## config.mk

```make
export PLATFORM = sky130hd
export DESIGN_NAME = adsr_envelope
export DESIGN_NICKNAME = d
export VERILOG_FILES = /design/src/rtl/adsr_envelope.sv
export SDC_FILE = /design/constraint.sdc
export NUM_CORES = 1
export LEC_CHECK = 0
export ABC_CLOCK_PERIOD_IN_PS = 4700
export CORE_MARGIN = 2
export CORE_UTILIZATION = 51
export DETAILED_ROUTE_END_ITERATION = 10
export GPL_TIMING_DRIVEN = 0
export PLACE_DENSITY = 0.73
export SLEW_MARGIN = 30
export SYNTH_ARGS = -nofsm -noshare
export SYNTH_HDL_FRONTEND = slang
export SYNTH_SLANG_ARGS = --single-unit
```

## constraint.sdc

```tcl
create_clock -name clock -period 4.7 [get_ports clock]
set_input_delay 0.705 -clock clock [delete_from_list [all_inputs] [get_ports clock]]
set_output_delay 0.705 -clock clock [all_outputs]
set_load 0.02 [all_outputs]
```

## src/rtl/adsr_envelope.sv

```systemverilog
// Per-voice ADSR envelope generator, updated once per sample_tick.
// Define ENVELOPE_EXP_RELEASE_EN for an exponential-like release; default is linear.
module adsr_envelope #(
  parameter int PERCENT_WIDTH  = 7,
  parameter int ENVELOPE_WIDTH = 16,
  parameter int STEP_SHIFT     = 2
) (
  input  logic                      clock,
  input  logic                      reset_l,
  input  logic                      sample_tick,
  input  logic                      gate,
  input  logic [PERCENT_WIDTH-1:0]  attack_time,
  input  logic [PERCENT_WIDTH-1:0]  decay_time,
  input  logic [PERCENT_WIDTH-1:0]  sustain_level,
  input  logic [PERCENT_WIDTH-1:0]  release_time,
  output logic [ENVELOPE_WIDTH-1:0] envelope,
  output logic                      envelope_valid,
  output logic                      active
);

  localparam int SW = ENVELOPE_WIDTH + 1;
  localparam logic [SW-1:0] FULL_SCALE = {1'b0, {ENVELOPE_WIDTH{1'b1}}};

  typedef enum logic [2:0] {IDLE, ATTACK, DECAY, SUSTAIN, RELEASE} state_t;

  state_t state;

  // Larger time value means a slower ramp: step = (2^P - t) << STEP_SHIFT.
  function automatic logic [SW-1:0] rate_step(input logic [PERCENT_WIDTH-1:0] t);
    return (SW'(2**PERCENT_WIDTH) - SW'(t)) << STEP_SHIFT;
  endfunction

  logic [ENVELOPE_WIDTH-1:0] sustain_target;
  logic [SW-1:0]             level_ext, atk_sum, dec_raw, dec_sat, rel_step, rel_raw;
  logic                      atk_full, dec_hit, rel_done;

  // Replicate the sustain level MSB-first across the level width so full scale gives all-ones.
  always_comb begin
    sustain_target = '0;
    for (int i = 0; i < ENVELOPE_WIDTH; i++)
      sustain_target[ENVELOPE_WIDTH-1-i] = sustain_level[PERCENT_WIDTH-1-(i % PERCENT_WIDTH)];
  end

  always_comb begin
    level_ext = {1'b0, envelope};
    atk_sum   = level_ext + rate_step(attack_time);
    atk_full  = atk_sum >= FULL_SCALE;
    dec_raw   = level_ext - rate_step(decay_time);
    dec_sat   = dec_raw[SW-1] ? '0 : dec_raw;
    dec_hit   = dec_sat <= {1'b0, sustain_target};
`ifdef ENVELOPE_EXP_RELEASE_EN
    rel_step  = (level_ext >> (3 + release_time[PERCENT_WIDTH-1 -: 3])) + SW'(1);
`else
    rel_step  = rate_step(release_time);
`endif
    rel_raw   = level_ext - rel_step;
    rel_done  = rel_raw[SW-1] || (rel_raw == '0);
  end

  always_ff @(posedge clock or negedge reset_l) begin
    if (!reset_l) begin
      state          <= IDLE;
      envelope       <= '0;
      envelope_valid <= 1'b0;
      active         <= 1'b0;
    end else begin
      envelope_valid <= sample_tick;
      if (sample_tick) begin
        case (state)
          IDLE: if (gate) begin
            state  <= ATTACK;
            active <= 1'b1;
          end
          ATTACK:
            if (!gate) state <= RELEASE;
            else if (atk_full) begin
              envelope <= FULL_SCALE[ENVELOPE_WIDTH-1:0];
              state    <= DECAY;
            end else envelope <= atk_sum[ENVELOPE_WIDTH-1:0];
          DECAY:
            if (!gate) state <= RELEASE;
            else if (dec_hit) begin
              envelope <= sustain_target;
              state    <= SUSTAIN;
            end else envelope <= dec_sat[ENVELOPE_WIDTH-1:0];
          SUSTAIN:
            if (!gate) state <= RELEASE;
            else envelope <= sustain_target;
          RELEASE:
            // Re-attack continues from the current level rather than restarting at 0.
            if (gate) state <= ATTACK;
            else if (rel_done) begin
              envelope <= '0;
              state    <= IDLE;
              active   <= 1'b0;
            end else envelope <= rel_raw[ENVELOPE_WIDTH-1:0];
          default: begin
            state  <= IDLE;
            active <= 1'b0;
          end
        endcase
      end
    end
  end

endmodule
```

# Yosys cells after proc, flatten, opt, wreduce, memory -nomap -nowiden
# Index checks and enable logic that the tools add are counted.
dict set report word_totals {
  regBits 21
  in_bits 32
  out_inout_bits 18
}
dict set report classes {
  n_addsub 6
  order_cmp 2
  n_eq_ne 14
  muxes 22
  n_bitwise 1
  n_reduce_logical 8
}
# op n
set op_table {}
lappend op_table {{$mux W16} 8}
lappend op_table {{$pmux W16 S4} 1}
lappend op_table {{$sub A16 B17 Y17} 2}
lappend op_table {{$sub A8 B7 Y9 const A} 3}
lappend op_table {{$mux W3} 8}
lappend op_table {{$add A16 B17 Y17} 1}
lappend op_table {{$ge A17 B16 Y1 const B} 1}
lappend op_table {{$logic_not A17 Y1} 1}
lappend op_table {{$le A16 B16 Y1} 1}
lappend op_table {{$pmux W3 S5} 1}
lappend op_table {{$ne A2 B2 Y1 const B} 7}
lappend op_table {{$reduce_and A6 Y1} 2}
lappend op_table {{$ne A3 B3 Y1 const B} 3}
lappend op_table {{$eq A3 B2 Y1 const B} 2}
lappend op_table {{$reduce_and A5 Y1} 1}
lappend op_table {{$reduce_bool A4 Y1} 1}
lappend op_table {{$eq A3 B1 Y1 const B} 1}
lappend op_table {{$eq A3 B3 Y1 const B} 1}
lappend op_table {{$logic_not A3 Y1} 1}
lappend op_table {{$mux W1} 3}
lappend op_table {{$pmux W1 S3} 1}
lappend op_table {{$reduce_or A3 Y1} 1}
lappend op_table {{$logic_or A1 B1 Y1} 1}
lappend op_table {{$not A1 Y1} 1}

# Depth between registers and ports, before layout
# Gate-level depths: netlist of the first run.
dict set report logic_depth {
  depth_word 7
  ltp_mapped 21
  ltp_nobuf 21
}

# Least setup slack after synthesis of the first run
# OpenSTA, ideal clock, no wires.
dict set report synth_path {
  path_type {input-to-reg}
  from {in decay_time[0]}
  to {reg envelope[14]}
  setup_ns 0.131
  arrival_time_ns 4.611
  required_ns 4.569
  slack_ns -0.042
  path_stages 17
  path_buffers 1
  path_cell_list {inv_1 -> ha_1 -> fa_1 -> nor2b_1 -> o2111ai_1 -> a31oi_2 -> nor3b_2 -> buf_2 -> o41ai_1 -> ha_1 -> nand4_1 -> nor4_1 -> or2_2 -> a31oi_2 -> mux2_2 -> a221oi_1 -> nor3_1}
}
dict set report synth_between {
  elab_chain_cells 7
}
# element line_no
set synth_rtl {}
lappend synth_rtl {{start, declared} 13} ;# input logic [PERCENT_WIDTH-1:0] decay_time,
lappend synth_rtl {{$sub A8 B7 Y9 *} 30} ;# return (SW'(2**PERCENT_WIDTH) - SW'(t)) << STEP_SHIFT;
lappend synth_rtl {{$sub A16 B17 Y17 *} 48} ;# dec_raw = level_ext - rate_step(decay_time);
lappend synth_rtl {{$mux W16 *} 49} ;# dec_sat = dec_raw[SW-1] ? '0 : dec_raw;
lappend synth_rtl {{$le A16 B16 Y1} 50} ;# dec_hit = dec_sat <= {1'b0, sustain_target};
lappend synth_rtl {{$mux W16 *} 82} ;# else if (dec_hit) begin
lappend synth_rtl {{$mux W16 *} 81} ;# if (!gate) state <= RELEASE;
lappend synth_rtl {{$pmux W16 S4 *} 69} ;# case (state)
lappend synth_rtl {{end signal, assigned} 79} ;# end else envelope <= atk_sum[ENVELOPE_WIDTH-1:0];
lappend synth_rtl {{end signal, assigned} 83} ;# envelope <= sustain_target;
lappend synth_rtl {{end signal, assigned} 85} ;# end else envelope <= dec_sat[ENVELOPE_WIDTH-1:0];
lappend synth_rtl {{end, declared} 16} ;# output logic [ENVELOPE_WIDTH-1:0] envelope,
# Every way passes the cells marked *; elsewhere a longest branch is shown, timed or not. The select of a mux whose other input is x is not followed.
# A chain may end at the register's enable or synchronous reset.

# Worst setup path after layout of the first run
dict set report layout_path {
  from {in decay_time[2]}
  to {reg envelope[3]}
}
# Same word-level chain as after synthesis.

==> results.cfg, run 1 <==
[timing]
rsz0062_at_grt = yes
setup_viol_count_final = 0
clock_skew_ns = 0.00463
hold_viol_final = 0
timing.final.crit_share = 0.996
period_needed_ns = 4.68
final-max-slew-violation-count = 0
fin_ws_ns = 0.0167
fmax_ghz = 0.214
slew_headroom = 0.314
worstMarginPinSlew_ns = 1.02

[critical_path]
worst_ep_arrival_time_ns = 4.80
cp-start-kind = input port
endpoint_kind = register
worst-setup-path-type = input port to register
cp_max_fo = 10
cp.required_ns = 4.82

[cts]
clockBufferDepth = 2
clkTransAtPathRegs_ns = 0.08
htreeDepth = 1
cts-root-buf = clkbuf_8
cts_tree = yes
clkLatencyLatePin_ns = 0.26
numClockSinks = 21
numCtsBuffers = 3

[cells_and_area]
area_growth_pct = 36.1
final_util = 0.721
drive_gt1_frac = 0.214
antennaDiodeCount = 0
fin_area_sq_um = 4900
final_cell_mix = 41 x nor2_1, 41 x clkdlybuf4s50_1, 38 x ha_1, 29 x nand2_1, 27 x a21oi_1
nets = 622

[yosys]
synth_cell_type_count = 69
synth_seq_cells = 21
synth-compound-area-share = 0.258
synthTopCellsByArea = ha_1 15%, dfrtp_1 15%, nor2_1 4.8%, xor2_1 4.4%, a21oi_1 4.3%
synth-seq-area-share = 0.146
synth_xor_area_frac = 0.0803
synth_top_family_by_area = simple AND/OR/NAND/NOR gates
synth_top_area_frac = 0.149
synthArstFlopShare = 1.00
yosys.area_share.simple = 0.270
netlist_area_sq_um = 3600
synth_ff_type = dfrtp_1
synthAdderAreaFrac = 0.166
synthCells = 470
syn-num-nets = 548
yosysWarnings = 0
synth.avg_cell_area_sq_um = 7.66
synthMuxAreaShare = 0.0302
synth_enable_flop_cells = 0
synth_top_cell_by_area = ha_1

[grt]
top_usage_layer = met2
grt_pass1_wl_um = 19100
grt_max_degree = 22
grt_usage = 0.314
gr-usage-met1 = 0.422
grt_overflow = 0
grt_use_met2 = 0.532
use_met3 = 0.0452
antenna_found_initial = 0
grt_pass1_vias = 3856

[placement]
gp_congestion = 0.946
numPortBuffers = 49
postPlaceCellArea_sq_um = 4220
dp_slack_ns = -1.27
dp_hpwl_um = 8950

[pwr]
ir_drop_mv = 0.418
p_switching_mw = 1.71
seq_power_share = 0.130
p_int_mw = 1.44
power.density_nw_per_um2 = 643
leakagePower_nw = 2.05
combinationalPowerShare = 0.831
p_clk_frac = 0.038
switching_share = 0.543

[die]
start_util = 0.530
io_pins = 50
core_sq_um = 6790
die_area_sq_um = 7750
die_w_um = 88.0
core.rowCount = 30
die_h_um = 88.0

[detailed_routing]
first_iter_violations = 242
drt-total-wl_um = 12400
vias_per_cell = 6.45
first_pass_iters = 6
wl_per_cell_um = 19.5
ant_nets = 0
vias = 4120
drcViolationCount = 0

[run_status]
status = finished, final reports clean

[min_path]
worstHoldPathType = input port to async pin

[run]
drv_cap = 0
-- power by group through the flow --
stage | Sequential (mW) | Combinational [mW] | Clock (mW)
2_1_floorplan | 0.408 | 1.45 | 0
3_3_place_gp | 0.396 | 2.02 | 0
3_5_place_dp | 0.394 | 2.06 | 0
4_1_cts | 0.398 | 2.39 | 0.119
5_1_grt | 0.412 | 2.83 | 0.128
6_report | 0.411 | 2.62 | 0.120
-- kinds of logic (layout without fill, tap and decap cells) --
family,count (synthesis),after routing
and+or+nand+nor,185,185
adders and majority gates,46,46
muxes,9,9
buffers and inverters,43,116
DFF,21,21
AOI/OAI and AO/OA,133,133
xor gates and xnor gates,33,33
-- synth_stat cells (all sizes together), types with 6 or more instances --
cell type  instances
o21ai             21
o21a               8
or3                7
a31oi              8
ha                43
inv               27
a21o              12
nor2b             10
mux2               9
dfrtp             21
nor4              10
nand3             13
nor3              29
and3               7
nand2b             7
xnor2             15
a21oi             31
xor2              18
a221oi            12
nand4              7
nor2              47
clkbuf            11
o31ai              6
nand2             31
-- critical path, stage by stage --
cell      delay [ns]
buf_8           0.10
nor2_4          0.15
nand3_2         0.11
or4_4           0.50
ha_4            0.19
or3_4           0.41
nor3b_4         0.29
buf_6           0.21
nor2_1          0.11
ha_1            0.33
nand4_1         0.19
nor3_2          0.22
a21bo_4         0.27
a31oi_4         0.22
buf_6           0.14
mux2_4          0.31
a221oi_4        0.25
a311oi_1        0.08
-- metal layers --
metal,share of wire,vias to the layer above
li1,-,1911
met4,0.030,0
met3,0.071,36
met2,0.48,195
met1,0.42,1978
met5,0,-
-- cell type report --
type,count,area [sq um]
multi-input cells,406,3350
fillers,525,1890
repair buffers,70,673
flip-flops and latches,21,526
well taps,96,120
inverters,27,109
plain buffers,15,81.3
clock buffers,4,45.0
-- flip-flops by register name, indices dropped and copies added, names as in the netlist --
name            cells
state               3
envelope_valid      1
envelope           16
active              1
-- what timing repair did --
action | 4_1_cts | 5_1_grt
pin swaps | 16 | 41
setup buffers | 13 | 8
resized for setup | 71 | 51
setup endpoints to repair | 19 | 19
hold buffers | 0 | 0
-- per-stage QoR --
step	instances	hold slack (ns)	power [mW]	TNS, ns
finish	639	0.381	3.15	0
global route	639	0.428	3.37	-1.44
CTS	632	0.601	2.90	0
detailed placement	615	0.590	2.46	-20.69
global placement	615	0.551	2.42	-20.13
floorplan	470	0.409	1.86	0
-- final timing paths --
kind	startpoint	to	slack, ns	cells after the start
min	reset_l	state[2]$_DFFE_PN0P_	0.38	1
min reg2reg	state[0]$_DFFE_PN0P_	state[0]$_DFFE_PN0P_	0.63	1
max	decay_time[2]	envelope[3]$_DFFE_PN0P_	0.02	18
max reg2reg	envelope[3]$_DFFE_PN0P_	state[2]$_DFFE_PN0P_	0.13	16
min in group clock	state[0]$_DFFE_PN0P_	state[0]$_DFFE_PN0P_	0.63	1
max in group asynchronous	reset_l	envelope[3]$_DFFE_PN0P_	4.00	1
Note: power is estimated with default switching activity, not from simulation.
==> run 2: changes to the inputs <==
CORE_UTILIZATION = 57   (was 51)
PLACE_DENSITY = 0.81   (was 0.73)
==> run 2 against run 1 <==
  * The run now ends with setup timing left
  * Clock power barely moved
  * Highest routed layer unchanged
  * Non-clock buffer count rose by 8
  * Sequential share of layout area fell by 0.14 points
  * Sequential power decreased by 2%
  * Count of clock-buffer cells in the layout unchanged
==> results.cfg, run 2 (same netlist as run 1, synthesis figures left out) <==
[run_status]
status = finished, violations left
violations = setup timing

[placement]
dp_hpwl_um = 8900
gp_congestion = 0.951
placed_cells = 594
postPlaceCellArea_sq_um = 4190
numPortBuffers = 49

[timing]
period_needed_ns = 4.96
fmax_ghz = 0.202
hold_viol_final = 0
slew_headroom = 0.528
timing.final.crit_share = 1.06
setup_viol_count_final = 17
worstMarginPinSlew_ns = 0.703
rsz0062_at_grt = yes
clock_skew_ns = 0.00454
final-max-slew-violation-count = 0
fin_ws_ns = -0.262

[die]
die_h_um = 83.5
io_pins = 50
start_util = 0.597
core.rowCount = 28
core_sq_um = 6030
die_w_um = 83.5
die_area_sq_um = 6970

[critical_path]
reg2reg_depth = 17
cp-start-kind = input port
worst_ep_arrival_time_ns = 5.11
r2r_end = envelope[7]$_DFFE_PN0P_
cp_max_fo = 5
endpoint_kind = register
cp.required_ns = 4.85
rrSetupSlack_ns = -0.10
worst-setup-path-type = input port to register
r2r-start = envelope[3]$_DFFE_PN0P_

[grt]
grt_overflow = 0
antenna_found_initial = 0
grt_max_degree = 22
grt_usage = 0.343
grt_pass1_wl_um = 19600
grt_pass1_vias = 3972

[detailed_routing]
vias_per_cell = 6.81
drt-total-wl_um = 13600
first_iter_violations = 537
wl_per_cell_um = 21.6
vias = 4265
first_pass_iters = 6
drcViolationCount = 0
ant_nets = 0

[pwr]
ir_drop_mv = 0.518
leakagePower_nw = 2.10
power.density_nw_per_um2 = 674

[cells_and_area]
nFillCells = 358
nets = 630
final_cell_mix = 41 x clkdlybuf4s50_1, 40 x nor2_1, 37 x ha_1, 29 x a21oi_1, 28 x nand2_1
antennaDiodeCount = 0
fin_area_sq_um = 4970
layout_commonest_cell = clkdlybuf4s50_1
layoutNonFillerInstCount = 626
drive_gt1_frac = 0.225
reg_top3 = envelope: 16 flops, state: 3 flops
regMostFlops = envelope
largest_register_ffs = 16
area_growth_pct = 38.0

[cts]
cts_tree = yes
cts-root-buf = clkbuf_8
numClockSinks = 21
hold_buffers = 0
clkTransAtPathRegs_ns = 0.08
numCtsBuffers = 3
htreeDepth = 1
clockBufferDepth = 2
clkLatencyLatePin_ns = 0.26

[run]
drv_cap = 0

[min_path]
worstHoldPathType = input port to async pin
==> run 2: report_power, final <==
| part | internal [mW] | switching (mW) | total, mW |
|---|---|---|---|
| combinational | 1.20 | 1.62 | 2.83 |
| sequential | 0.250 | 0.150 | 0.401 |
| clock | 0.0604 | 0.0588 | 0.119 |
| total | 1.51 | 1.83 | 3.35 |
==> run 2: cell type report <==
cell class	count	area [sq um]	share of cell area
multi-input cells	406	3380	0.681
repair buffers	78	732	0.147
flip-flops and latches	21	526	0.106
inverters	27	106	0.0214
well taps	75	93.8	0.0189
plain buffers	15	81.3	0.0164
clock buffers	4	45.0	0.00907
==> run 2: timing repair <==
item                                    CTS  global route
endpoints found under the hold margin     0             0
setup buffers                            16            12
gates resized for setup                  67            61
pin swaps                                17            35
endpoints found under the setup margin   19            19
gates cloned                              0             1
==> run 2: metrics by stage <==
stage	setup TNS, ns	hold slack [ns]	setup WS, ns	util	total power [mW]
floorplan	0	0.409	0.0425	-	1.86
global placement	-19.48	0.552	-1.20	0.696	2.40
detailed placement	-20.75	0.587	-1.26	0.696	2.46
CTS	0	0.596	0.00351	0.775	2.92
global route	-4.65	0.436	-0.330	0.824	3.53
finish	-2.76	0.392	-0.262	0.824	3.35
==> run 2: per-layer routing <==
layer / vias to the layer above / global-route usage / part of all wire
met2: 267 / 0.576 / 0.47
met3: 89 / 0.0435 / 0.086
met1: 1981 / 0.447 / 0.38
li1: 1928 / - / -
met4: 0 / 0.135 / 0.061
met5: - / 0 / 0
==> run 2: worst max-delay path by stage <==
stage / startpoint / slack (ns) / end / cells past startpoint
2_1_floorplan: decay_time[0] / 0.04 / envelope[14]$_DFFE_PN0P_ / 17
4_1_cts: decay_time[5] / 0.004 / envelope[3]$_DFFE_PN0P_ / 16
6_report: decay_time[1] / -0.26 / envelope[7]$_DFFE_PN0P_ / 22
5_1_grt: decay_time[1] / -0.33 / envelope[7]$_DFFE_PN0P_ / 22
3_3_place_gp: decay_time[0] / -1.20 / envelope[7]$_DFFE_PN0P_ / 18
3_5_place_dp: decay_time[0] / -1.26 / envelope[7]$_DFFE_PN0P_ / 18
==> run 2: worst max-delay path, stage by stage <==
cell      delay (ns)
clkbuf_2        0.11
inv_2           0.10
ha_4            0.16
nand2_2         0.09
nor3_4          0.15
xor2_1          0.20
ha_1            0.29
or2_4           0.26
nand2_4         0.08
a31oi_4         0.05
nor3b_4         0.38
nor2_1          0.12
mux2_4          0.31
ha_4            0.27
nand4_1         0.20
nor4_1          0.48
or2_2           0.23
a31oi_4         0.05
buf_6           0.17
mux2_4          0.32
a221oi_4        0.32
nor3_2          0.06
